==> config.mk <==
export PLATFORM = sky130hd
export DESIGN_NAME = filter_mac
export DESIGN_NICKNAME = d
export VERILOG_FILES = /design/src/rtl/filter_pkg.sv /design/src/rtl/mac_saturate.sv /design/src/rtl/filter_mac.sv
export SDC_FILE = /design/constraint.sdc
export NUM_CORES = 1
export LEC_CHECK = 0
export CAP_MARGIN = 5
export CORE_ASPECT_RATIO = 0.75
export CORE_MARGIN = 4
export CORE_UTILIZATION = 50
export CTS_CLUSTER_SIZE = 12
export DETAILED_ROUTE_END_ITERATION = 6
export PLACE_DENSITY_LB_ADDON = 0.1
export SYNTH_ARGS = -nofsm -noshare
export SYNTH_HDL_FRONTEND = slang
export SYNTH_SLANG_ARGS = --single-unit
==> constraint.sdc <==
create_clock -name clk -period 0.8 [get_ports clk]
set_input_delay 0.24 -clock clk [delete_from_list [all_inputs] [get_ports clk]]
set_output_delay 0.24 -clock clk [all_outputs]
set_load 0.01 [all_outputs]
==> src/rtl/filter_pkg.sv <==
// Shared widths and types for the image filter datapath.
// The accumulator is wide enough to hold nine 17-bit products without overflow.
package filter_pkg;

   localparam int unsigned PIX_W    = 8;
   localparam int unsigned COEF_W   = 8;
   localparam int unsigned NUM_TAPS = 9;
   localparam int unsigned ACC_W    = 21;
   localparam int unsigned PIX_MAX  = 255;

   typedef logic        [PIX_W-1:0]  pixel_t;
   typedef logic signed [COEF_W-1:0] coef_t;
   typedef logic signed [ACC_W-1:0]  acc_t;

endpackage

==> src/rtl/mac_saturate.sv <==
// Clamps a signed accumulator to the unsigned pixel range 0..PIX_MAX.
// Shared by the filter blocks that finish with a MAC.
module mac_saturate
   import filter_pkg::*;
(
   input  acc_t   acc,
   output pixel_t pix
);

   // Typed constants keep both comparisons signed
   localparam acc_t ACC_ZERO = '0;
   localparam acc_t ACC_MAX  = acc_t'(PIX_MAX);

   always_comb begin
      pix = '0;
      if (acc <= ACC_ZERO) begin
         pix = '0;
      end else if (acc >= ACC_MAX) begin
         pix = '1;
      end else begin
         pix = acc[PIX_W-1:0];
      end
   end

endmodule

==> src/rtl/filter_mac.sv <==
// 3x3 convolution MAC: nine pixel*coefficient products, adder tree, clamp,
// and a single async-reset output register (one-cycle latency).
module filter_mac
   import filter_pkg::*;
(
   input  logic   clk,
   input  logic   rst_n,
   input  pixel_t array0 [NUM_TAPS],
   input  coef_t  array1 [NUM_TAPS],
   output pixel_t result_pixel
);

   typedef logic signed [PIX_W+COEF_W:0] prod_t;

   prod_t  prod [NUM_TAPS];
   acc_t   lvl1 [5];
   acc_t   lvl2 [3];
   acc_t   lvl3 [2];
   acc_t   sum;
   pixel_t sat;

   // Pixel is zero-extended to 9 bits so the signed multiply treats it as positive
   always_comb begin
      for (int unsigned i = 0; i < NUM_TAPS; i++) begin
         prod[i] = prod_t'($signed({1'b0, array0[i]})) * prod_t'(array1[i]);
      end
   end

   // 9 -> 5 -> 3 -> 2 -> 1, odd leftovers pass straight through a level
   always_comb begin
      lvl1[0] = acc_t'(prod[0]) + acc_t'(prod[1]);
      lvl1[1] = acc_t'(prod[2]) + acc_t'(prod[3]);
      lvl1[2] = acc_t'(prod[4]) + acc_t'(prod[5]);
      lvl1[3] = acc_t'(prod[6]) + acc_t'(prod[7]);
      lvl1[4] = acc_t'(prod[8]);

      lvl2[0] = lvl1[0] + lvl1[1];
      lvl2[1] = lvl1[2] + lvl1[3];
      lvl2[2] = lvl1[4];

      lvl3[0] = lvl2[0] + lvl2[1];
      lvl3[1] = lvl2[2];

      sum     = lvl3[0] + lvl3[1];
   end

   mac_saturate u_sat (
      .acc (sum),
      .pix (sat)
   );

   always_ff @(posedge clk or negedge rst_n) begin
      if (!rst_n) begin
         result_pixel <= '0;
      end else begin
         result_pixel <= sat;
      end
   end

endmodule

==> results_dict.tcl, run 1 <==
set metrics [dict create \
    numCtsBuffers 3 \
    critPathMaxFanout 8 \
    max_freq_mhz 128.3 \
    antenna_found_initial 0 \
    dieArea_sq_mm 0.04762 \
    die_h_microns 190.0 \
    synth_compound_area_share_pct 2.006 \
    nNetsFinal 3781 \
    violations "negative setup slack" \
    hpwlAfterDp_microns 58190 \
    synth_top_family_by_area "adder cells" \
    clock_path_buffers 2 \
    root_buffer "clkbuf_16" \
    syn_area_per_cell_sq_um 9.562 \
    syn_inst 2309 \
    ant_nets 0 \
    grt_usage_pct 27.18 \
    top_regs "result_pixel (8)" \
    fp-row-count 66 \
    post-synth-top-count-cell "inv_1" \
    grt_use_met2_pct 41.98 \
    slew_viol_final 0 \
    grt_max_degree 9 \
    htreeDepth 1 \
    hold_ws_ns 0.2784 \
    n_fill_cell 3831 \
    period_minus_slack_ns 7.795 \
    synthMuxAreaShare_pct 0.1927 \
    met3_usage_pct 6.027 \
    synth_nets 3325 \
    route.detailed.drc 0 \
    clk_pin_slew_ns 0.03 \
    yosysSeqAreaShare_pct 0.9067 \
    hold_viol 0 \
    synthDistinctLibCells 45 \
    port_buffers 153 \
    first_pass_iters 5 \
    worstSetupEndpointType "flip-flop" \
    design.core.area_sq_mm 0.04352 \
    synth_seq_cells 8 \
    initialDrtViolationCount 858 \
    synth_edf_count 0 \
    max-cap-violations 0 \
    finalCritPeriodShare_pct 974.4 \
    grt_pass1_wl_microns 100300 \
    status "finished, violations left" \
    cts.sinks 8 \
    synthXorXnorAreaFrac_pct 0.7084 \
    rsz0062_at_grt "yes" \
    largest_reg_flops 8 \
    required_ns 0.90 \
    multiInputGateArea_sq_mm 0.01974 \
    use_met1_pct 41.85 \
    wl_per_cell_microns 18.69 \
    min_path_type "input pin to asynchronous set/reset pin" \
    yosys.area_share.simple_pct 15.03 \
    cp_data_arrival_time_ns 7.89 \
    ff_latch_area_sq_um 200.2 \
    worstMarginPinSlew_ns 0.4140 \
    yosys_most_used_dff "dfrtp_1" \
    grt_overflow 0 \
    die_w_microns 250.6 \
    setup_viol 16 \
    dp_slack_ns -7.720 \
    setup_ws_ns -6.995 \
    place_congestion 0.9109 \
    ys_top_cells_by_count "inv_1, fa_1, and2_1" \
    start_util_pct 50.73 \
    largest_register "result_pixel" \
    grt_pass1_vias 18200 \
    area_delta_synth_final_pct 22.19 \
    cts_hold_buf 0 \
    vias 16160 \
    startpoint_type "input pin" \
    ios 154 \
    top_usage_layer "met2" \
    synthTopCellsByArea "fa_1, ha_1, inv_1" \
    synth-adder-area-share_pct 68.82 \
    tritoncts "done" \
    slew_headroom_pct 72.04 \
    critPathKind "input pin to flip-flop" \
    viasPerCell 4.837 \
    drive_above_1_share_pct 21.10 \
    synth_top_area_share_pct 52.05 \
    synth_area_sq_mm 0.02208 \
    ys_warn_count 0 \
    wl_microns 62430 \
    diodes 0 \
    synth.largest_area_cell "fa_1" \
    async_flop_share_pct 100.0 \
]
==> layout by cell type (no fill, tap or decap), types with 17 or more instances in the layout <==
cell type,n
nand2b_1,19
nand2_1,165
and2_1,303
inv_2,34
buf_2,54
fa_2,58
buf_4,290
inv_1,680
nor2b_1,17
nor2_1,51
ha_1,286
dlygate4sd2_1,37
fa_1,516
and2_4,32
buf_6,22
==> metal layers <==
| layer | vias to the layer above | part of all wire [%] |
|---|---|---|
| li1 | 7550 | - |
| met1 | 8254 | 49 |
| met2 | 340 | 44 |
| met3 | 15 | 6.9 |
| met4 | 0 | 0.34 |
| met5 | - | 0 |
==> logic make-up after synthesis <==
kind of cell    after synthesis
fa+ha+maj                   870
buf+inv                     722
simple gates                621
compound gates               67
xor+xnor                     17
flops                         8
mux                           4
==> critical path, cell delays in order <==
cell and delay [ns]:
clkdlybuf4s15_2 0.22, and2_4 0.17, fa_1 0.52, inv_1 0.05
fa_1 0.48, fa_1 0.49, inv_1 0.06, fa_2 0.60
inv_1 0.06, fa_1 0.49, inv_2 0.06, fa_2 0.53
inv_2 0.05, fa_2 0.57, fa_2 0.44, fa_2 0.54
inv_2 0.04, fa_2 0.54, ha_4 0.23, nand3_4 0.10
o22ai_4 0.10, o41ai_2 0.28, xor2_1 0.35, nand2_2 0.11
nor4_4 0.28, buf_6 0.17, a21oi_1 0.08
==> worst paths after layout <==
| path | end | slack (ns) | from |
|---|---|---|---|
| max | result_pixel[1] | -6.99 | array1[51] |
| min | result_pixel[0] | 0.28 | rst_n |
| max in group asynchronous | result_pixel[6] | 0.28 | rst_n |
| min in group clk | result_pixel[7] | 0.89 | result_pixel[7] |
==> metrics by stage <==
step | instances | setup TNS, ns | area [sq um] | util (%)
4_1_cts | 3333 | -57.14 | 26760 | 61.48
3_3_place_gp | 3320 | -63.69 | 26520 | 60.95
2_1_floorplan | 2309 | -52.68 | 22170 | -
3_5_place_dp | 3320 | -63.86 | 26520 | 60.95
5_1_grt | 3341 | -58.57 | 26980 | 61.99
6_report | 3341 | -57.01 | 26980 | 61.99
==> layout make-up <==
cell class	instances	share of cell area (%)
Sequential cell	8	0.7420
Inverter	716	9.976
Multi-Input combinational cell	1579	73.16
Tap cell	578	2.681
Clock buffer	3	0.2783
Timing Repair Buffer	457	13.17
==> what timing repair did <==
item                                    4_1_cts  5_1_grt
resized for setup                           523      114
endpoints found under the hold margin         0        0
cloned                                        0        0
endpoints found under the setup margin       16       16
buffers inserted                             10        8
pin swaps                                   121       73
Power of run 1 is not shown: default switching activity piles up to over one toggle a cycle in this logic, so the estimate is an artifact.
==> inputs of run 2 (changes only) <==
- CORE_MARGIN: 4 -> default
==> results_dict.tcl, run 2 (same netlist as run 1, synthesis figures left out) <==
set metrics [dict create \
    layout_common_cells "inv_1, fa_1, ha_1" \
    setup_viol 16 \
    ant_nets 0 \
    ios 154 \
    htreeDepth 1 \
    status "finished, violations left" \
    diodes 0 \
    initialDrtViolationCount 843 \
    max_freq_mhz 130.4 \
    root_buffer "clkbuf_16" \
    drive_above_1_share_pct 23.56 \
    largest_register "result_pixel" \
    slew_headroom_pct 77.38 \
    cp_data_arrival_time_ns 7.76 \
    vias 16280 \
    grt_pass1_vias 17960 \
    die_w_microns 244.6 \
    first_pass_iters 5 \
    instances_no_fill 3333 \
    hpwlAfterDp_microns 58400 \
    grt_usage_pct 29.28 \
    wl_microns 62540 \
    layout_commonest_cell "inv_1" \
    numCtsBuffers 3 \
    worstSetupEndpointType "flip-flop" \
    n_fill_cell 3822 \
    violations "negative setup slack" \
    required_ns 0.89 \
    place_area_sq_mm 0.02644 \
    grt_overflow 0 \
    max-cap-violations 0 \
    start_util_pct 50.83 \
    port_buffers 153 \
    place_inst 3309 \
    period_minus_slack_ns 7.669 \
    min_path_type "input pin to asynchronous set/reset pin" \
    grt_pass1_wl_microns 99280 \
    place_congestion 0.9446 \
    hold_viol 0 \
    tritoncts "done" \
    design.core.area_sq_mm 0.04344 \
    die_h_microns 184.0 \
    critPathKind "input pin to flip-flop" \
    wl_per_cell_microns 18.76 \
    viasPerCell 4.886 \
    grt_max_degree 9 \
    startpoint_type "input pin" \
    cts_hold_buf 0 \
    largest_reg_flops 8 \
    dieArea_sq_mm 0.04501 \
    route.detailed.drc 0 \
    fin_area_sq_mm 0.02691 \
    clk_pin_slew_ns 0.03 \
    slew_viol_final 0 \
    finalCritPeriodShare_pct 958.6 \
    nNetsFinal 3773 \
    top_regs "result_pixel (8)" \
    worstMarginPinSlew_ns 0.3357 \
    fp-row-count 66 \
    cts.sinks 8 \
    critPathMaxFanout 8 \
    antenna_found_initial 1 \
    setup_ws_ns -6.869 \
    clock_path_buffers 2 \
    area_delta_synth_final_pct 21.87 \
    post-route-util_pct 61.95 \
    rsz0062_at_grt "yes" \
]
[run 2: critical path: stages]
cell	delay, ns
clkdlybuf4s15_1	0.28
nand2_1	0.11
fa_1	0.53
fa_1	0.54
inv_1	0.05
fa_1	0.47
fa_2	0.60
fa_2	0.48
fa_2	0.56
inv_2	0.04
fa_2	0.57
fa_2	0.45
fa_2	0.54
inv_2	0.04
fa_2	0.44
ha_4	0.32
o211ai_1	0.11
buf_4	0.15
buf_4	0.12
buf_4	0.12
o21ai_1	0.17
mux2i_1	0.12
a31oi_1	0.16
nand3_1	0.14
nor4_4	0.18
buf_6	0.17
a21oi_1	0.07
[run 2: final cells by class]
| cell class | instances | area (sq um) | share of cell area (%) |
|---|---|---|---|
| Timing Repair Buffer | 449 | 3393 | 12.61 |
| Clock buffer | 3 | 75.07 | 0.2790 |
| Tap cell | 578 | 723.2 | 2.688 |
| Sequential cell | 8 | 200.2 | 0.7440 |
| Inverter | 716 | 2691 | 10.00 |
| Multi-Input combinational cell | 1579 | 19820 | 73.68 |
[run 2: worst max path at each step]
stage                     slack [ns]        from               to  cells after the start
final                          -6.87  array1[25]  result_pixel[2]                     27
after global routing           -7.07  array0[70]  result_pixel[2]                     24
after CTS                      -6.92  array0[53]  result_pixel[1]                     28
after detailed placement       -7.70  array1[37]  result_pixel[4]                     26
after global placement         -7.62  array1[37]  result_pixel[0]                     26
after floorplan                -6.58  array1[44]  result_pixel[0]                     26
[run 2: repair_timing]
item | 4_1_cts | 5_1_grt
pin swaps | 132 | 145
setup endpoints to repair | 16 | 16
resized for setup | 607 | 168
buffers inserted | 12 | 9
[run 2: metal layers]
layer	track usage, %	share of wire (%)
met5	0	0.021
met4	1.275	0.35
met3	5.897	6.8
met2	45.30	44
met1	44.53	49
[run 2: through the flow]
stage	hold WS (ns)	setup slack, ns	TNS [ns]
floorplan	-0.05559	-6.585	-52.68
global placement	0.5166	-7.622	-63.09
detailed placement	0.5179	-7.697	-63.68
CTS	0.2816	-6.924	-56.53
global route	0.3023	-7.071	-57.72
finish	0.2767	-6.869	-55.99
Power of run 2 is left out for the same reason.
